$ cat config.mk
export PLATFORM = sky130hd
export DESIGN_NAME = mul_sequencer
export DESIGN_NICKNAME = d
export VERILOG_FILES = /design/src/rtl/mul_seq_pkg.sv /design/src/rtl/mul_seq_datapath.sv /design/src/rtl/mul_sequencer.sv
export SDC_FILE = /design/constraint.sdc
export NUM_CORES = 1
export LEC_CHECK = 0
export ABC_AREA = 1
export BUFFER_PORTS_ARGS = -buffer_cell sky130_fd_sc_hd__buf_2
export CAP_MARGIN = 20
export CORE_MARGIN = 5
export CORE_UTILIZATION = 54
export CTS_BUF_LIST = sky130_fd_sc_hd__clkbuf_8
export DETAILED_ROUTE_END_ITERATION = 8
export GPL_ROUTABILITY_DRIVEN = 0
export HOLD_SLACK_MARGIN = 0.05
export PLACE_DENSITY = 0.83
export SYNTH_ARGS = -nofsm -noshare
export SYNTH_HDL_FRONTEND = slang
export SYNTH_HIERARCHICAL = 1
export SYNTH_SLANG_ARGS = --single-unit
export TNS_END_PERCENT = 100
$ cat constraint.sdc
create_clock -name CLK -period 8.1 [get_ports CLK]
set_clock_uncertainty 0.15 [all_clocks]
set_input_delay 1.62 -clock CLK [delete_from_list [all_inputs] [get_ports CLK]]
set_output_delay 1.62 -clock CLK [all_outputs]
set_load 0.02 [all_outputs]
$ cat src/rtl/mul_seq_pkg.sv
// Shared types and constants for the shift-add multiply sequencer.
// Build option MUL_EARLY_EXIT_EN is consumed by the datapath, not here.
package mul_seq_pkg;

    localparam int WIDTH = 64;
    localparam int CNT_W = 7;

    typedef enum logic [1:0] {
        IDLE = 2'd0,
        RUN  = 2'd1,
        DONE = 2'd2
    } state_t;

    localparam logic [3:0] ALU_AND   = 4'b0000;
    localparam logic [3:0] ALU_ORR   = 4'b0001;
    localparam logic [3:0] ALU_ADD   = 4'b0010;
    localparam logic [3:0] ALU_SUB   = 4'b0110;
    localparam logic [3:0] ALU_PASSB = 4'b0111;

endpackage

$ cat src/rtl/mul_seq_datapath.sv
// Accumulator / multiplicand / multiplier / iteration-count registers.
// MUL_EARLY_EXIT_EN: also flag the last iteration once no multiplier bits remain.
module mul_seq_datapath
    import mul_seq_pkg::*;
#(
    parameter int W  = WIDTH,
    parameter int CW = CNT_W
) (
    input  logic         clk,
    input  logic         rst,
    input  logic         load,
    input  logic         step,
    input  logic [W-1:0] mula,
    input  logic [W-1:0] mulb,
    input  logic [W-1:0] aluw,
    output logic [W-1:0] p,
    output logic [W-1:0] m,
    output logic         q0,
    output logic         last
);

    logic [W-1:0]  q;
    logic [CW-1:0] cnt;

    always_ff @(posedge clk or posedge rst) begin
        if (rst) begin
            p   <= '0;
            m   <= '0;
            q   <= '0;
            cnt <= '0;
        end else if (load) begin
            p   <= '0;
            m   <= mula;
            q   <= mulb;
            cnt <= '0;
        end else if (step) begin
            if (q[0])
                p <= aluw;
            m   <= m << 1;
            q   <= q >> 1;
            cnt <= cnt + 1'b1;
        end
    end

    assign q0 = q[0];

`ifdef MUL_EARLY_EXIT_EN
    // q[W-1:1] is the multiplier after this iteration's shift.
    assign last = (cnt == CW'(W - 1)) || (q[W-1:1] == '0);
`else
    assign last = (cnt == CW'(W - 1));
`endif

endmodule

$ cat src/rtl/mul_sequencer.sv
// Shift-add 64-bit multiplier that borrows the datapath ALU for one ADD per iteration.
// Build option MUL_EARLY_EXIT_EN shortens runs for small multipliers.
module mul_sequencer
    import mul_seq_pkg::*;
#(
    parameter int WIDTH = mul_seq_pkg::WIDTH,
    parameter int CNT_W = mul_seq_pkg::CNT_W
) (
    input  logic             CLK,
    input  logic             Reset,
    input  logic             Start,
    input  logic [WIDTH-1:0] MulA,
    input  logic [WIDTH-1:0] MulB,
    output logic             Ready,
    output logic             Busy,
    output logic             Done,
    output logic [WIDTH-1:0] Product,
    output logic [WIDTH-1:0] ALUBusA,
    output logic [WIDTH-1:0] ALUBusB,
    output logic [3:0]       ALUCtrl,
    input  logic [WIDTH-1:0] ALUBusW,
    input  logic             ALUZero
);

    state_t           state;
    logic             load;
    logic             step;
    logic [WIDTH-1:0] p;
    logic [WIDTH-1:0] m;
    logic             q0;
    logic             last;
    logic             unused;

    assign unused = ALUZero;

    assign load = (state == IDLE) && Start;
    assign step = (state == RUN);

    mul_seq_datapath #(
        .W  (WIDTH),
        .CW (CNT_W)
    ) u_dp (
        .clk  (CLK),
        .rst  (Reset),
        .load (load),
        .step (step),
        .mula (MulA),
        .mulb (MulB),
        .aluw (ALUBusW),
        .p    (p),
        .m    (m),
        .q0   (q0),
        .last (last)
    );

    always_ff @(posedge CLK or posedge Reset) begin
        if (Reset) begin
            state   <= IDLE;
            Ready   <= 1'b1;
            Busy    <= 1'b0;
            Done    <= 1'b0;
            ALUCtrl <= ALU_AND;
            Product <= '0;
        end else begin
            case (state)
                IDLE: begin
                    if (Start) begin
                        state   <= RUN;
                        Ready   <= 1'b0;
                        Busy    <= 1'b1;
                        ALUCtrl <= ALU_ADD;
                    end
                end
                RUN: begin
                    if (last) begin
                        state   <= DONE;
                        Done    <= 1'b1;
                        ALUCtrl <= ALU_AND;
                        // capture P as it will be after this iteration's add
                        Product <= q0 ? ALUBusW : p;
                    end
                end
                DONE: begin
                    state <= IDLE;
                    Done  <= 1'b0;
                    Busy  <= 1'b0;
                    Ready <= 1'b1;
                end
                default: begin
                    state   <= IDLE;
                    Ready   <= 1'b1;
                    Busy    <= 1'b0;
                    Done    <= 1'b0;
                    ALUCtrl <= ALU_AND;
                end
            endcase
        end
    end

    assign ALUBusA = (state == RUN) ? p : '0;
    assign ALUBusB = (state == RUN) ? m : '0;

endmodule

==> impl_results.md, run 1 <==
- Post-cts resize count: 0
- Total GRT Usage: 0.273
- Critical Path RT: 6.33 ns
- Post-Syn Area per Cell: 7.57 sq um
- FP Rows: 56
- Number of global-route vias before repair: 12300
- Largest net degree at the start of global routing: 118
- IO Port Bufs: 390
- First-pass GRT wire length: 60200 um
- Sequential share of the synthesized area: 0.522
- Worst Path Buf+Inv: 3
- Worst Setup Start Kind: flop
- Via count: 12500
- RSZ-0062 raised after global routing: no
- Largest stage delay, worst path: 0.66 ns
- Number of fill cells: 1985
- Synth Register Bits: 269
- Antenna Violating Nets Remaining: 0
- CTS buffer count: 45
- Post-DP HPWL: 24700 um
- Iter 0 DRT Violations: 1241
- Worst setup path class: reg -> out
- Synth Instances: 1706
- Synth-to-layout area growth: 22.4%
- Finished Layout Cells: 2404
- Max Cap Violations: 0
- H-tree Lvls: 2
- Reg clk slew, reported paths: 0.06 ns
- Place WS: 3.81 ns
- Hold-fix buffers, CTS: 0
- Die width: 165 um
- Wire per inst: 15.8 um
- Leak Pwr: 0.00883 uW
- Routed WL: 37900 um
- Layout cells sized above 1: 0.236
- HP Class: reg -> reg
- Count of cell types in the netlist: 26
- CP delay by family, top: buffers and inverters
- Clock Sinks: 269
- Slowest cell on the critical path: buf_4
- Final Hold Viols: 0
- Total gr overflow: 0
- Core area: 23500 sq um
- Most frequent cells in the layout: nand2_1 (761), buf_2 (390), dfrtp_1 (267)
- Worst EP arrival: 2.70 ns
- Mapped cell area: 12900 sq um
- Clk buf depth: 3
- Worst Tran Pin Value: 1.08 ns
- DR pass1 iterations: 6
- Crit share post-route: 0.551
- Clock latency on the worst-skew pair: 0.54 ns
- Die ar.: 27100 sq um
- # DRC: 0
- Crit. End Element: output pin
- Fin crit period: 4.47 ns
- TNS Setup: 0 ns
- Critical path fanouts, max: 69
- Initial antenna violation count: 10
- Critical-path cell list: inv_2 -> nand2_4 -> buf_4 -> nor2_1 -> buf_2
- FMAX: 224 MHz
- Number of I/O pins: 395
- Final slew viol count: 0
- DR vias/cell: 5.22
- Die H: 165 um
- Worst VDD drop: 0.183 mV
- Starting Density: 0.548
- Pwr dens: 173 nW/um^2
- Status: completed
- Min Hold Slack: 0.317 ns
- Setup ws final: 3.63 ns
- Post-CTS setup buffers: 0
- Final Setup Violations: 0
- Layout Nets: 2244
- Rel. slew slack: 0.281
- Clock root cell: clkbuf_8
- Total chip power: 2730 uW
- CTS tree: yes
- Yosys warnings: 6
- Placed Cells: 2318
- Commonest non-fill, non-tap cell in the layout: nand2_1
## layout make-up
| cell class | count | area (sq um) | area share |
|---|---|---|---|
| antenna | 3 | 7.51 | 0.000475 |
| clock buffer | 59 | 812 | 0.0514 |
| timing repair buffer | 405 | 2100 | 0.133 |
| tap | 319 | 399 | 0.0253 |
| multi-input combinational | 1185 | 5040 | 0.319 |
| inverter | 141 | 539 | 0.0341 |
| sequential | 269 | 6740 | 0.426 |
| clock inverter | 23 | 179 | 0.0113 |
## flip-flops by register name, summed over array words and instances, names as in the netlist
signal / flops
state: 2
ALUCtrl: 1
u_dp/p: 64
u_dp/q: 64
u_dp/cnt: 7
Done: 1
Busy: 1
u_dp/m: 64
Ready: 1
Product: 64
## synthesized netlist by cell type, drive strengths merged
| master | instances | area share |
|---|---|---|
| a21oi | 4 | 0.0016 |
| a22o | 3 | 0.0020 |
| a22oi | 72 | 0.042 |
| buf | 91 | 0.043 |
| clkbuf | 22 | 0.0064 |
| conb | 1 | 0.00029 |
| dfrtp | 268 | 0.52 |
| dfstp | 1 | 0.0020 |
| ha | 1 | 0.00097 |
| inv | 141 | 0.041 |
| nand2 | 763 | 0.22 |
| nand3 | 184 | 0.071 |
| nor2 | 144 | 0.043 |
| nor3 | 1 | 0.00039 |
| nor3b | 1 | 0.00058 |
| nor4 | 1 | 0.00048 |
| o211ai | 1 | 0.00058 |
| o21ai | 6 | 0.0023 |
| o22ai | 1 | 0.00048 |
## cell families after synthesis
family | Yosys count | share of synthesized area
AOI/OAI and AO/OA | 87 | 0.0488
adders and majority gates | 1 | 0.000969
buffers and inverters | 254 | 0.0901
DFF | 269 | 0.522
other | 1 | 0.000290
and+or+nand+nor | 1094 | 0.338
## worst paths after layout
path / from / to / slack, ns / cells past startpoint
max in group asynchronous: Reset / u_dp/q[0] / 5.44 / 4
min in group asynchronous: Reset / Product[36] / 1.07 / 2
max reg2reg: state[1] / u_dp/m[7] / 4.31 / 8
min reg2reg: ALUCtrl[1] / ALUCtrl[1] / 0.32 / 2
max: state[1] / ALUBusB[14] / 3.63 / 5
min: ALUCtrl[1] / ALUCtrl[1] / 0.32 / 2
## worst reg2reg max path, delay by kind of cell (launching register included)
kind,cells,cell delay [ns]
buffers and inverters,4,1.57
AND/OR/NAND/NOR,2,1.33
flip-flops,1,0.41
AO/OA/AOI/OAI,2,0.25
## metal layers
metal	track usage	part of all wire	vias up
met5	0	0.0020	-
met4	0.112	0.038	12
met3	0.0784	0.10	115
met2	0.454	0.48	629
met1	0.337	0.38	5833
li1	-	-	5953
## where the power goes
| group | total, uW | switching, uW | internal (uW) |
|---|---|---|---|
| clock | 1300 | 553 | 749 |
| sequential | 1340 | 0 | 1340 |
| combinational | 85.4 | 50.4 | 35.1 |
## stage by stage
step	instance area, sq um	util
4_1_cts	15800	0.670
5_1_grt	15800	0.671
6_report	15800	0.671
2_1_floorplan	12900	-
3_5_place_dp	14800	0.628
3_3_place_gp	14800	0.627
Power figures use the tool's default switching activity.
==> run 2: changes to the inputs <==
Settings changed: CORE_UTILIZATION 54 to 48, PLACE_DENSITY 0.83 to 0.78.
Clock period 8.1 ns to 3.7 ns, I/O delays scaled along.
==> run 2 against run 1 <==
Combinational power is 130% higher. Die area increased by 12%. Non-clock buffer count increased by 6. Critical path depth unchanged. Highest routed layer unchanged. Routed wire length up 3.4%. Critical path type unchanged. Power rose by 120%. Design area grew 1.4%. Sequential power grew 120%. Worst hold slack got worse by 0.16 ns. Final cell count rose by 1.3%. Clock-buffer cell count up 8. Worst setup slack worse by 3.1 ns.
==> impl_results.md, run 2 (synthesized netlist as in run 1, its figures left out) <==
- Commonest non-fill, non-tap cell in the layout: nand2_1
- Worst EP arrival: 2.24 ns (-0.46 ns)
- DR pass1 iterations: 5 (-1)
- Hold-fix buffers, CTS: 0 (unchanged)
- Clock latency on the worst-skew pair: 0.55 ns (about the same)
- Wire per inst: 16.1 um (+2.0%)
- Sw frac: 0.221 (+0.000585)
- CTS tree: yes
- Sw Pwr: 1350 uW (+120%)
- Final Setup Violations: 0 (unchanged)
- Die ar.: 30300 sq um (+12%)
- FP Rows: 60 (+7.1%)
- First-pass GRT wire length: 63100 um (+4.8%)
- Number of fill cells: 2426 (+22%)
- Total GRT Usage: 0.249 (-0.0240)
- Post-DP HPWL: 25800 um (+4.7%)
- Rel. slew slack: 0.257 (-0.0245)
- Pwr dens: 382 nW/um^2 (+120%)
- Crit share post-route: 0.846
- Clock power frac: 0.487 (+0.010)
- Place WS: 1.06 ns (-2.75 ns)
- H-tree Lvls: 2 (unchanged)
- Final slew viol count: 0 (unchanged)
- Layout Nets: 2252 (+0.36%)
- Starting Density: 0.483 (-0.0653)
- Flop pwr share: 0.481 (-0.011)
- Core area: 26700 sq um (+14%)
- TNS Setup: 0 ns (unchanged)
- Leak Pwr: 0.00890 uW (+0.78%)
- Most frequent cells in the layout: nand2_1 (761), buf_2 (390), dfrtp_1 (267)
- Reg2Reg Setup Slack: 0.90 ns (-3.41 ns)
- Clock root cell: clkbuf_8
- Fin util: 0.600 (-0.0719)
- Setup ws final: 0.571 ns (-3.06 ns)
- Clk buf depth: 3 (unchanged)
- HP Class: in -> async
- Routed WL: 39100 um (+3.4%)
- Number of I/O pins: 395 (unchanged)
- Worst Tran Pin Value: 1.11 ns (+0.0368 ns)
- Via count: 12600 (+0.46%)
- Reg clk slew, reported paths: 0.06 ns (about the same)
- Die width: 174 um (+5.7%)
- Crit. End Element: output pin
- Largest net degree at the start of global routing: 189 (+60%)
- FF/Latch Area: 6740 sq um (unchanged)
- Number of global-route vias before repair: 12500 (+2.0%)
- Multi-input gate area in the final layout: 5040 sq um (unchanged)
- DR vias/cell: 5.17 (-0.86%)
- Post-cts resize count: 0 (unchanged)
- FMAX: 320 MHz
- Critical Path RT: 2.81 ns (-3.52 ns)
- Fin crit period: 3.13 ns
- Worst setup path class: reg -> out
- Iter 0 DRT Violations: 1239 (-0.16%)
- # DRC: 0 (unchanged)
- Die H: 174 um (+5.7%)
- Worst VDD drop: 0.280 mV (+53%)
- Total gr overflow: 0 (unchanged)
- IO Port Bufs: 390 (unchanged)
- P_int: 4770 uW (+120%)
- Layout cells sized above 1: 0.239 (+0.00340)
- Worst Setup Start Kind: flop
- CTS buffer count: 47 (+4.4%)
- Max Cap Violations: 0 (unchanged)
- Initial antenna violation count: 9 (-1)
- Portion of total power attributed to combinational logic: 0.032 (about the same)
- Post-CTS setup buffers: 0 (unchanged)
- Antenna Violating Nets Remaining: 0 (unchanged)
- Synth-to-layout area growth: 24.1%
- RSZ-0062 raised after global routing: no
- Clock Sinks: 269 (unchanged)
- Status: completed
- Final Hold Viols: 0 (unchanged)
- Critical path fanouts, max: 36 (-48%)
[run 2: final cells by class]
class                      count  area share
timing repair buffer         411       0.139
clock inverter                17     0.00820
sequential                   269       0.420
clock buffer                  67      0.0576
inverter                     141      0.0334
antenna                        5    0.000781
multi-input combinational   1185       0.314
tap                          341      0.0266
[run 2: final timing paths]
path | from | endpoint | cells after the start
max | state[1] | ALUBusA[3] | 5
min | Reset | Product[20] | 2
max reg2reg | state[1] | u_dp/p[42] | 8
min reg2reg | Product[29] | Product[29] | 2
max in group asynchronous | Reset | u_dp/q[28] | 3
min in group CLK | MulB[41] | u_dp/q[41] | 3
[run 2: stage by stage]
| step | cells | hold WS (ns) | cell area, sq um | total power [uW] |
|---|---|---|---|---|
| 2_1_floorplan | 1708 | 0.299 | 12900 | 3040 |
| 3_3_place_gp | 2347 | 0.302 | 15000 | 3200 |
| 3_5_place_dp | 2347 | 0.310 | 15000 | 3200 |
| 4_1_cts | 2431 | 0.147 | 16000 | 6190 |
| 5_1_grt | 2435 | 0.187 | 16000 | 6350 |
| 6_report | 2436 | 0.161 | 16000 | 6120 |
[run 2: worst max-delay path, stage by stage, from the launching register on]
cell     delay [ns]
dfrtp_1        0.42
inv_2          0.09
nand2_4        0.36
buf_4          0.46
nor2_1         0.15
buf_2          0.19
[run 2: power by group through the flow]
stage | Clock [uW] | Sequential (uW) | Combinational (uW)
2_1_floorplan | 0 | 3000 | 48.4
4_1_cts | 3040 | 2940 | 204
3_5_place_dp | 0 | 3000 | 203
5_1_grt | 3190 | 2940 | 222
6_report | 2980 | 2940 | 199
3_3_place_gp | 0 | 3000 | 201
[run 2: routing by layer]
metal / part of all wire / global-route usage
met5: 0.0012 / 0
met4: 0.024 / 0.0841
met3: 0.096 / 0.0753
met2: 0.48 / 0.418
met1: 0.40 / 0.310
